**src/rtl/nand_cpu_pkg.sv**
```systemverilog
// nand_cpu_pkg: shared writeback types and register-file address widths.
`ifndef NUM_D_REG
`define NUM_D_REG 16
`endif
`ifndef NUM_S_REG
`define NUM_S_REG 8
`endif
package nand_cpu_pkg;
  localparam int WB_NUM_PORTS = 2;
  localparam int D_AW = $clog2(`NUM_D_REG);
  localparam int S_AW = $clog2(`NUM_S_REG);
  typedef struct packed {
    logic            d_valid;
    logic [D_AW-1:0] d_addr;
    logic [15:0]     d_data;
    logic            s_valid;
    logic [S_AW-1:0] s_addr;
    logic            s_data;
  } wb_req_t;
endpackage

```
**src/rtl/regfile_write_ifc.sv**
```systemverilog
// regfile_write_ifc: write/forward ports for the data and status register files.
interface regfile_d_write_ifc;
  logic                          valid;
  logic [nand_cpu_pkg::D_AW-1:0] addr;
  logic [15:0]                   data;
  modport drv (output valid, addr, data);
  modport rcv (input valid, addr, data);
endinterface

interface regfile_s_write_ifc;
  logic                          valid;
  logic [nand_cpu_pkg::S_AW-1:0] addr;
  logic                          data;
  modport drv (output valid, addr, data);
  modport rcv (input valid, addr, data);
endinterface

```
**src/rtl/wb_pick_first.sv**
```systemverilog
// wb_pick_first: lowest set bit of i_hi, else first set bit of i_req scanning from i_start.
module wb_pick_first #(
  parameter int N = 4
) (
  input  logic [N-1:0]         i_req,
  input  logic [N-1:0]         i_hi,
  input  logic [$clog2(N)-1:0] i_start,
  output logic [$clog2(N)-1:0] o_idx,
  output logic                 o_found
);
  localparam int IW = $clog2(N);
  logic [IW-1:0] w_j;
  always_comb begin
    o_idx = '0;
    w_j = '0;
    o_found = |i_req;
    for (int k = N - 1; k >= 0; k--) begin
      w_j = IW'((int'(i_start) + k) % N);
      if (i_req[w_j]) o_idx = w_j;
    end
    for (int k = N - 1; k >= 0; k--) begin
      w_j = IW'(k);
      if (i_hi[w_j]) o_idx = w_j;
    end
  end
endmodule

```
**src/rtl/wb_arbiter.sv**
```systemverilog
// wb_arbiter: two-port writeback arbiter with starvation promotion.
// Define WB_ARB_RR_EN for a round-robin base policy; otherwise fixed priority.
module wb_arbiter
  import nand_cpu_pkg::*;
#(
  parameter int NUM_REQ      = 4,
  parameter int STARVE_LIMIT = 7
) (
  input  logic                           clk,
  input  logic                           n_rst,
  input  logic                           flush,
  input  logic [NUM_REQ-1:0]             req_valid,
  output logic [NUM_REQ-1:0]             req_ready,
  input  logic [NUM_REQ-1:0]             req_d_valid,
  input  logic [NUM_REQ-1:0][D_AW-1:0]   req_d_addr,
  input  logic [NUM_REQ-1:0][15:0]       req_d_data,
  input  logic [NUM_REQ-1:0]             req_s_valid,
  input  logic [NUM_REQ-1:0][S_AW-1:0]   req_s_addr,
  input  logic [NUM_REQ-1:0]             req_s_data,
  regfile_d_write_ifc.drv                e_a_dfw,
  regfile_d_write_ifc.drv                e_c_dfw,
  regfile_s_write_ifc.drv                e_a_sfw,
  regfile_s_write_ifc.drv                e_c_sfw
);
  localparam int IW = $clog2(NUM_REQ);
  localparam int CW = $clog2(STARVE_LIMIT + 1);
  logic [NUM_REQ-1:0][CW-1:0] r_cnt;
  logic [NUM_REQ-1:0]         w_hi, w_a_oh, w_c_oh, w_gnt;
  logic [IW-1:0]              w_start, w_a_idx, w_c_idx;
  logic                       w_a_found, w_c_found;
  logic [WB_NUM_PORTS-1:0]    w_ok;
  wb_req_t                    r_a, r_c, w_a_req, w_c_req;
  always_comb
    for (int i = 0; i < NUM_REQ; i++) w_hi[i] = req_valid[i] && r_cnt[i] == CW'(STARVE_LIMIT);
  wb_pick_first #(.N(NUM_REQ)) u_pick_a (
    .i_req(req_valid), .i_hi(w_hi), .i_start(w_start), .o_idx(w_a_idx), .o_found(w_a_found)
  );
  assign w_a_oh = w_a_found ? NUM_REQ'(1) << w_a_idx : '0;
  wb_pick_first #(.N(NUM_REQ)) u_pick_c (
    .i_req(req_valid & ~w_a_oh), .i_hi(w_hi & ~w_a_oh), .i_start(w_start),
    .o_idx(w_c_idx), .o_found(w_c_found)
  );
  assign w_c_oh    = w_c_found ? NUM_REQ'(1) << w_c_idx : '0;
  assign w_ok      = {w_c_found, w_a_found} & {WB_NUM_PORTS{!flush}};
  assign w_gnt     = (n_rst && !flush) ? (w_a_oh | w_c_oh) : '0;
  assign req_ready = w_gnt;
  assign w_a_req = '{d_valid: req_d_valid[w_a_idx] && w_ok[0], d_addr: req_d_addr[w_a_idx],
                     d_data: req_d_data[w_a_idx], s_valid: req_s_valid[w_a_idx] && w_ok[0],
                     s_addr: req_s_addr[w_a_idx], s_data: req_s_data[w_a_idx]};
  assign w_c_req = '{d_valid: req_d_valid[w_c_idx] && w_ok[1], d_addr: req_d_addr[w_c_idx],
                     d_data: req_d_data[w_c_idx], s_valid: req_s_valid[w_c_idx] && w_ok[1],
                     s_addr: req_s_addr[w_c_idx], s_data: req_s_data[w_c_idx]};
`ifdef WB_ARB_RR_EN
  logic [IW-1:0] r_ptr, w_last;
  assign w_start = r_ptr;
  assign w_last  = w_c_found ? w_c_idx : w_a_idx;
  always_ff @(posedge clk or negedge n_rst)
    if (!n_rst) r_ptr <= '0;
    else if (w_ok[0]) r_ptr <= (w_last == IW'(NUM_REQ - 1)) ? '0 : w_last + 1'b1;
`else
  assign w_start = '0;
`endif
  always_ff @(posedge clk or negedge n_rst)
    if (!n_rst) begin
      r_a   <= '0;
      r_c   <= '0;
      r_cnt <= '0;
    end else begin
      r_a <= w_a_req;
      r_c <= w_c_req;
      for (int i = 0; i < NUM_REQ; i++)
        r_cnt[i] <= (flush || !req_valid[i] || w_gnt[i]) ? '0 :
                    (r_cnt[i] == CW'(STARVE_LIMIT)) ? r_cnt[i] : r_cnt[i] + 1'b1;
    end
  assign e_a_dfw.valid = r_a.d_valid;
  assign e_a_dfw.addr  = r_a.d_addr;
  assign e_a_dfw.data  = r_a.d_data;
  assign e_c_dfw.valid = r_c.d_valid;
  assign e_c_dfw.addr  = r_c.d_addr;
  assign e_c_dfw.data  = r_c.d_data;
  assign e_a_sfw.valid = r_a.s_valid;
  assign e_a_sfw.addr  = r_a.s_addr;
  assign e_a_sfw.data  = r_a.s_data;
  assign e_c_sfw.valid = r_c.s_valid;
  assign e_c_sfw.addr  = r_c.s_addr;
  assign e_c_sfw.data  = r_c.s_data;
endmodule

```
**src/flat_wrapper.sv**
```systemverilog
// flat-port wrapper written by rule: the top's interface ports become plain ports
module wb_arbiter_flat import nand_cpu_pkg::*;
#(
  parameter int NUM_REQ      = 4,
  parameter int STARVE_LIMIT = 7
)
  (clk, n_rst, flush, req_valid, req_ready, req_d_valid, req_d_addr, req_d_data, req_s_valid, req_s_addr, req_s_data, e_a_dfw_valid, e_a_dfw_addr, e_a_dfw_data, e_c_dfw_valid, e_c_dfw_addr, e_c_dfw_data, e_a_sfw_valid, e_a_sfw_addr, e_a_sfw_data, e_c_sfw_valid, e_c_sfw_addr, e_c_sfw_data);
  regfile_d_write_ifc e_a_dfw_i ();
  regfile_d_write_ifc e_c_dfw_i ();
  regfile_s_write_ifc e_a_sfw_i ();
  regfile_s_write_ifc e_c_sfw_i ();
  input  logic clk;
  input  logic n_rst;
  input  logic flush;
  input  logic [NUM_REQ-1:0] req_valid;
  output logic [NUM_REQ-1:0] req_ready;
  input  logic [NUM_REQ-1:0] req_d_valid;
  input  logic [NUM_REQ-1:0][D_AW-1:0] req_d_addr;
  input  logic [NUM_REQ-1:0][15:0] req_d_data;
  input  logic [NUM_REQ-1:0] req_s_valid;
  input  logic [NUM_REQ-1:0][S_AW-1:0] req_s_addr;
  input  logic [NUM_REQ-1:0] req_s_data;
  output wire logic [$bits(e_a_dfw_i.valid)-1:0] e_a_dfw_valid;
  output wire logic [$bits(e_a_dfw_i.addr)-1:0] e_a_dfw_addr;
  output wire logic [$bits(e_a_dfw_i.data)-1:0] e_a_dfw_data;
  output wire logic [$bits(e_c_dfw_i.valid)-1:0] e_c_dfw_valid;
  output wire logic [$bits(e_c_dfw_i.addr)-1:0] e_c_dfw_addr;
  output wire logic [$bits(e_c_dfw_i.data)-1:0] e_c_dfw_data;
  output wire logic [$bits(e_a_sfw_i.valid)-1:0] e_a_sfw_valid;
  output wire logic [$bits(e_a_sfw_i.addr)-1:0] e_a_sfw_addr;
  output wire logic [$bits(e_a_sfw_i.data)-1:0] e_a_sfw_data;
  output wire logic [$bits(e_c_sfw_i.valid)-1:0] e_c_sfw_valid;
  output wire logic [$bits(e_c_sfw_i.addr)-1:0] e_c_sfw_addr;
  output wire logic [$bits(e_c_sfw_i.data)-1:0] e_c_sfw_data;
  assign e_a_dfw_valid = e_a_dfw_i.valid;
  assign e_a_dfw_addr = e_a_dfw_i.addr;
  assign e_a_dfw_data = e_a_dfw_i.data;
  assign e_c_dfw_valid = e_c_dfw_i.valid;
  assign e_c_dfw_addr = e_c_dfw_i.addr;
  assign e_c_dfw_data = e_c_dfw_i.data;
  assign e_a_sfw_valid = e_a_sfw_i.valid;
  assign e_a_sfw_addr = e_a_sfw_i.addr;
  assign e_a_sfw_data = e_a_sfw_i.data;
  assign e_c_sfw_valid = e_c_sfw_i.valid;
  assign e_c_sfw_addr = e_c_sfw_i.addr;
  assign e_c_sfw_data = e_c_sfw_i.data;
  wb_arbiter #(.NUM_REQ(NUM_REQ), .STARVE_LIMIT(STARVE_LIMIT)) u_core (.clk(clk), .n_rst(n_rst), .flush(flush), .req_valid(req_valid), .req_ready(req_ready), .req_d_valid(req_d_valid), .req_d_addr(req_d_addr), .req_d_data(req_d_data), .req_s_valid(req_s_valid), .req_s_addr(req_s_addr), .req_s_data(req_s_data), .e_a_dfw(e_a_dfw_i), .e_c_dfw(e_c_dfw_i), .e_a_sfw(e_a_sfw_i), .e_c_sfw(e_c_sfw_i));
endmodule
```
**config.mk**
```make
export PLATFORM = sky130hd
export DESIGN_NAME = wb_arbiter_flat
export DESIGN_NICKNAME = d
export VERILOG_FILES = /design/src/rtl/nand_cpu_pkg.sv /design/src/rtl/regfile_write_ifc.sv /design/src/rtl/wb_pick_first.sv /design/src/rtl/wb_arbiter.sv /design/src/flat_wrapper.sv
export SDC_FILE = /design/constraint.sdc
export NUM_CORES = 1
export LEC_CHECK = 0
export CELL_PAD_IN_SITES_DETAIL_PLACEMENT = 1
export CELL_PAD_IN_SITES_GLOBAL_PLACEMENT = 1
export CORE_MARGIN = 1
export CORE_UTILIZATION = 35
export CTS_BUF_LIST = sky130_fd_sc_hd__clkbuf_2
export CTS_CLUSTER_DIAMETER = 100
export DETAILED_ROUTE_END_ITERATION = 8
export PLACE_DENSITY = 0.89
export SLEW_MARGIN = 20
export SYNTH_ARGS = -nofsm -noshare
export SYNTH_HDL_FRONTEND = slang
export SYNTH_SLANG_ARGS = --single-unit
export TNS_END_PERCENT = 30
```
**constraint.sdc**
```tcl
create_clock -name clk -period 5.35 [get_ports clk]
set_input_delay 1.07 -clock clk [delete_from_list [all_inputs] [get_ports clk]]
set_output_delay 1.07 -clock clk [all_outputs]
set_load 0.01 [all_outputs]
```
==> impl_metrics.ini <==
[critical_path]
slowest_stage = clkdlybuf4s50_1
crit_fanout = 11
rr_endpoint = u_core.e_c_dfw.valid
path_cells = clkdlybuf4s50_1, buf_4, a22oi_4, o21ba_2, o221ai_2, a211o_1, nand2_1, o22ai_1, nor2b_1, clkdlybuf4s50_1
crit_family = buffers and inverters
slowest_delay_ns = 0.54
r2r_slack_ns = 1.97
cpMostUsedCell = clkdlybuf4s50_1
path_buf_inv = 3
critical_path_class = in2out
endpoint_kind = output port
reg2reg_depth = 10
cp.arrival_ns = 3.86
cp.required_ns = 4.28
r2r_start = u_core.r_cnt[0]
startpoint_type = input port

[cells_and_area]
fin_util = 0.543
area_growth_pct = 48.4
final_cell_mix = 165 x clkdlybuf4s50_1, 64 x dfrtp_1, 56 x nand2_1, 34 x mux2i_1, 31 x a21oi_1
layout-drive-gt1-share = 0.0884
diodes = 0
final_common_cell = clkdlybuf4s50_1
fin_area_mm2 = 0.00571
instances_no_fill = 690
final_nets = 669

[logic_synthesis]
synth-async-reset-ratio = 1.00
synth-main-ff-cell = dfrtp_1
yosys.area.top_type = dfrtp_1
synth_fp_nets = 511
yosys-top-cells-area = dfrtp_1 42%, mux2i_1 8.8%, a221o_1 6.5%
netlist.area_leader.share = 0.416
ys_types = 53
seq_area_frac_synth = 0.416
synth_area_mm2 = 0.00385
ys_ff_latch = 64
yosysWarnings = 0
syn_avg_cell_area_um2 = 9.81
syn_inst = 392
synth_edf_count = 0

[placement]
numPortBuffers = 166
dp.cells = 675
post-dp-hpwl_um = 11000
gp_congestion = 0.827
placed_cell_area_mm2 = 0.00559

[cts]
clk_pin_slew_ns = 0.17
cts_setup_buffers = 0
hold_buffers = 0
root_buffer = clkbuf_2
clock_path_buffers = 2
htreeDepth = 3
clock-sinks = 64
clk_latency_ns = 0.47
cts_tree = built
cts_resized = 0
cts_buffers = 9

[sta]
tightestPinTransition_ns = 0.905
timing.fmax_mhz = 203
fin_skew_ns = 0.0323
final.min_clock_period_ns = 4.93
finalSetupViolations = 0
drv_slew = 0
fin_crit_sh = 0.921
tns_ns = 0
hold_viol_final = 0
relSlewSlack = 0.397
grt_setup_unrepaired = no

[drt]
post_drt_wl_per_cell_um = 21.9
wl_um = 15100
ant_nets = 0
first_pass_iters = 4
drc_errors = 0
num_vias = 3956
drtIter0Drc = 144
viasPerCell = 5.73

[die]
core_area_mm2 = 0.0105
rows = 37
ios = 167
die_h_um = 107
die_x_um = 107
start_util = 0.366
die_area_mm2 = 0.0114

[job]
drv_cap = 0

[global_route]
first_global_vias = 4429
grtUsageTotal = 0.266
grt_pass1_wl_um = 22800
grt_max_degree = 73
grt_overflow = 0
grt_antenna_before_repair = 0

[power_and_ir_drop]
power_density_mw_per_mm2 = 235
power.leakage_nw = 2.42
p_total_mw = 1.34
ir_drop_mv = 0.115

[worst_hold_path]
hp-start = u_core.r_cnt[0]
whs_path_depth = 2
min_delay_worst_endpoint = u_core.r_cnt[0]
hold_path.class = reg2reg

[status]
status = finished, final reports clean
[through the flow]
step	hold WS, ns	setup slack, ns
after floorplan	0.545	1.57
after global placement	0.579	0.494
after detailed placement	0.584	0.422
after CTS	0.627	0.426
after global routing	0.646	0.215
final	0.621	0.422
[metal layers]
layer  part of all wire  track usage
met5                  0            0
met4              0.031        0.118
met3              0.060       0.0492
met2               0.51        0.491
met1               0.39        0.294
[registers in the layout, summed over array words and instances, names as in the netlist, 3 cells and up]
register,flops
u_core.e_a_dfw.data,16
u_core.e_a_dfw.addr,4
u_core.e_c_dfw.data,16
u_core.e_a_sfw.addr,3
u_core.r_cnt,12
u_core.e_c_sfw.addr,3
u_core.e_c_dfw.addr,4
[report_power, final]
group	internal (mW)	switching (mW)	total, mW
sequential	0.536	0.0181	0.554
clock	0.151	0.177	0.328
combinational	0.243	0.218	0.461
[layout make-up]
type                       instances  area (µm²)
sequential                        64        1600
clock buffer                      10        50.0
multi-input combinational        291        2040
fill                            1168        4800
clock inverter                     5        72.6
inverter                           4        15.0
timing repair buffer             180        1760
tap                              136         170
[cell usage after synthesis, types with 2 or more instances]
library cell / number
nor2_1: 14
inv_1: 3
a211oi_1: 7
nor3_1: 9
buf_4: 2
o21ai_0: 2
nor2b_1: 3
nand2_1: 56
ha_1: 8
or2_2: 2
xor2_1: 4
nand2b_1: 4
clkbuf_1: 11
buf_6: 8
o21ai_2: 2
a221o_1: 25
o21ai_1: 24
nor4b_1: 3
buf_2: 9
dfrtp_1: 64
a21oi_1: 31
and3_1: 2
o21ba_2: 3
mux2i_1: 34
o21a_1: 4
o22ai_1: 4
and2b_1: 2
buf_1: 3
a22oi_1: 25
[logic make-up (layout without fill, tap and decap cells)]
| logic type | after synthesis | in the layout | synth area share |
|---|---|---|---|
| AOI/OAI and AO/OA | 142 | 142 | 0.279 |
| xor gates and xnor gates | 4 | 4 | 0.00910 |
| adders and majority gates | 8 | 8 | 0.0260 |
| buffers and inverters | 37 | 199 | 0.0566 |
| DFF | 64 | 64 | 0.416 |
| muxes | 34 | 34 | 0.0885 |
| and+or+nand+nor | 103 | 103 | 0.125 |
[how the worst max path moves through the flow]
stage | from | end | slack [ns] | depth (start not counted)
after floorplan | req_valid[2] | req_ready[1] | 1.57 | 9
after global placement | req_valid[3] | req_ready[3] | 0.49 | 9
final | req_valid[1] | req_ready[3] | 0.42 | 10
after global routing | req_valid[3] | req_ready[3] | 0.22 | 9
after detailed placement | req_valid[3] | req_ready[3] | 0.42 | 9
after CTS | req_valid[1] | req_ready[3] | 0.43 | 10
[worst reg2reg max path, stage by stage (launching register included)]
cell and delay [ns]:
dfrtp_1 0.43, ha_1 0.22, ha_1 0.37, a22oi_4 0.35, o21a_1 0.20, o221ai_2 0.12, a211o_1 0.39, nor2_2 0.64
buf_4 0.35, a22oi_1 0.10, o22ai_1 0.16
Power figures use the tool's default switching activity.
==> RTL change, RTL diff (same settings) <==
Build with the macro `WB_ARB_RR_EN` defined.
--- a/src/rtl/wb_arbiter.sv
+++ b/src/rtl/wb_arbiter.sv
@@ -1,5 +1,7 @@
 // wb_arbiter: two-port writeback arbiter with starvation promotion.
 // Define WB_ARB_RR_EN for a round-robin base policy; otherwise fixed priority.
+`define WB_ARB_RR_EN
+
 module wb_arbiter
   import nand_cpu_pkg::*;
 #(
Behaviour: not the same (a bounded check fails within 4 cycles, from zero or initial values and one cycle with n_rst low).
==> RTL change against the original RTL <==
- the flow now finishes with violations (design-rule violations, negative setup slack)
- cell area is 15% higher
- die area increased by 10%
- sequential cell count rose by 2
- setup slack lost 520 ps
- routed wire length grew 21%
- utilization up 2.4 points
- count of clock-buffer cells in the layout fell by 1
- synthesized area is 10% higher
Power is not compared: it rests on default switching activity, and its combinational part moved more than twofold at a synthesized area within 25%.
==> RTL change: results <==
set metrics [dict create \
    drtIter0Drc 188 \
    holdCritStartpoint "u_core.r_cnt[0]$_DFFE_PN0P_" \
    synthTopCellsByArea "dfrtp_1, nand2_1, a21oi_1" \
    synthAdderAreaFrac_pct 2.36 \
    path_clk_slew_ps 190 \
    synth_top_area_share_pct 38.9 \
    hp-class "reg -> reg" \
    fin_worst_skew_ps 33.0 \
    finalSetupViolations 1 \
    wl_per_cell_um 21.5 \
    synth_compound_area_share_pct 27.4 \
    synthTopCellsByCount "nand2_1, dfrtp_1, a21oi_1" \
    fin_nets 820 \
    layout-drive-gt1-share_pct 14.0 \
    hpwl_mm 13.3 \
    n_fill_cell 1361 \
    cts_resized 6 \
    dr.pass1.iters 8 \
    synthXorXnorAreaFrac_pct 0.826 \
    grt.total_usage_pct 29.8 \
    cp_data_arrival_time_ps 4380 \
    numPortBuffers 166 \
    grt_max_degree 74 \
    antenna_found_initial 0 \
    gp_congestion 0.929 \
    seq_area_frac_synth_pct 38.9 \
    cp_top_family "compound AO/OA/AOI/OAI gates" \
    critPathMaxStageDelay_ps 510 \
    grt_pass1_wl_mm 28.8 \
    pre_cts_ws_ps -213 \
    synth.area.mux_share_pct 8.17 \
    reg2reg_from "u_core.r_cnt[6]$_DFFE_PN0P_" \
    vias 4832 \
    violations "design-rule violations, negative setup slack" \
    finalWorstSetupSlack_ps -99.5 \
    grt_pass1_vias 5343 \
    ys_types 61 \
    status "finished with violations" \
    insertion_delay_ps 590 \
    dpl-instance-area_sq_um 6340 \
    yosysWarnings 0 \
    tightest_slew_ps 959 \
    syn-num-nets 618 \
    clockBufferDepth 2 \
    critPathLaunch "req_valid[2]" \
    route.detailed.drc 2 \
    post_cts_buffers 3 \
    critPathMaxFanout 3 \
]
[RTL change: cell types whose count changed after synthesis, sizes merged, moves of 9 or more]
cell    before  now
a22oi       27    1
inv          4   30
nand2       56   95
o221ai       1   25
a21oi       32   65
nor2        15   24
a221o       25    1
[RTL change: power breakdown]
part / internal, uW / total (uW) / switching (uW)
sequential: 722 / 807 / 85.0
clock: 153 / 363 / 209
combinational: 1210 / 2680 / 1470
[RTL change: area by class of cell]
cell class                 instances  share of cell area, %
clock inverter                     7                   1.43
clock buffer                       9                  0.684
sequential                        66                   25.1
tap                              143                   2.72
timing repair buffer             225                   31.9
multi-input combinational        369                   36.4
inverter                          30                   1.71
[RTL change: path summary, 6_finish.rpt]
path / end / slack [ps] / cells after the start
setup reg to reg: u_core.r_cnt[3]$_DFFE_PN0P_ / 1560 / 14
max in group asynchronous: u_core.e_c_dfw.data[5]$_DFF_PN0_ / 4020 / 2
hold / removal: u_core.r_cnt[0]$_DFFE_PN0P_ / 570 / 2
hold reg to reg: u_core.r_cnt[0]$_DFFE_PN0P_ / 570 / 2
setup / recovery: req_ready[3] / -100 / 14
min in group asynchronous: u_core.e_a_sfw.valid$_DFF_PN0_ / 700 / 2
[RTL change: per-stage QoR]
| step | cells | setup TNS (ps) | utilization, % |
|---|---|---|---|
| 3_5_place_dp | 828 | -759 | 54.6 |
| 5_1_grt | 849 | -397 | 56.7 |
| 3_3_place_gp | 828 | -417 | 54.6 |
| 4_1_cts | 847 | -413 | 56.1 |
| 2_1_floorplan | 499 | 0 | - |
| 6_report | 849 | -99.5 | 56.7 |
[RTL change: routing by layer]
layer	part of all wire, %	track usage [%]
met4	2.4	12.9
met3	5.3	6.48
met1	40	34.6
met2	52	52.8
met5	0	0
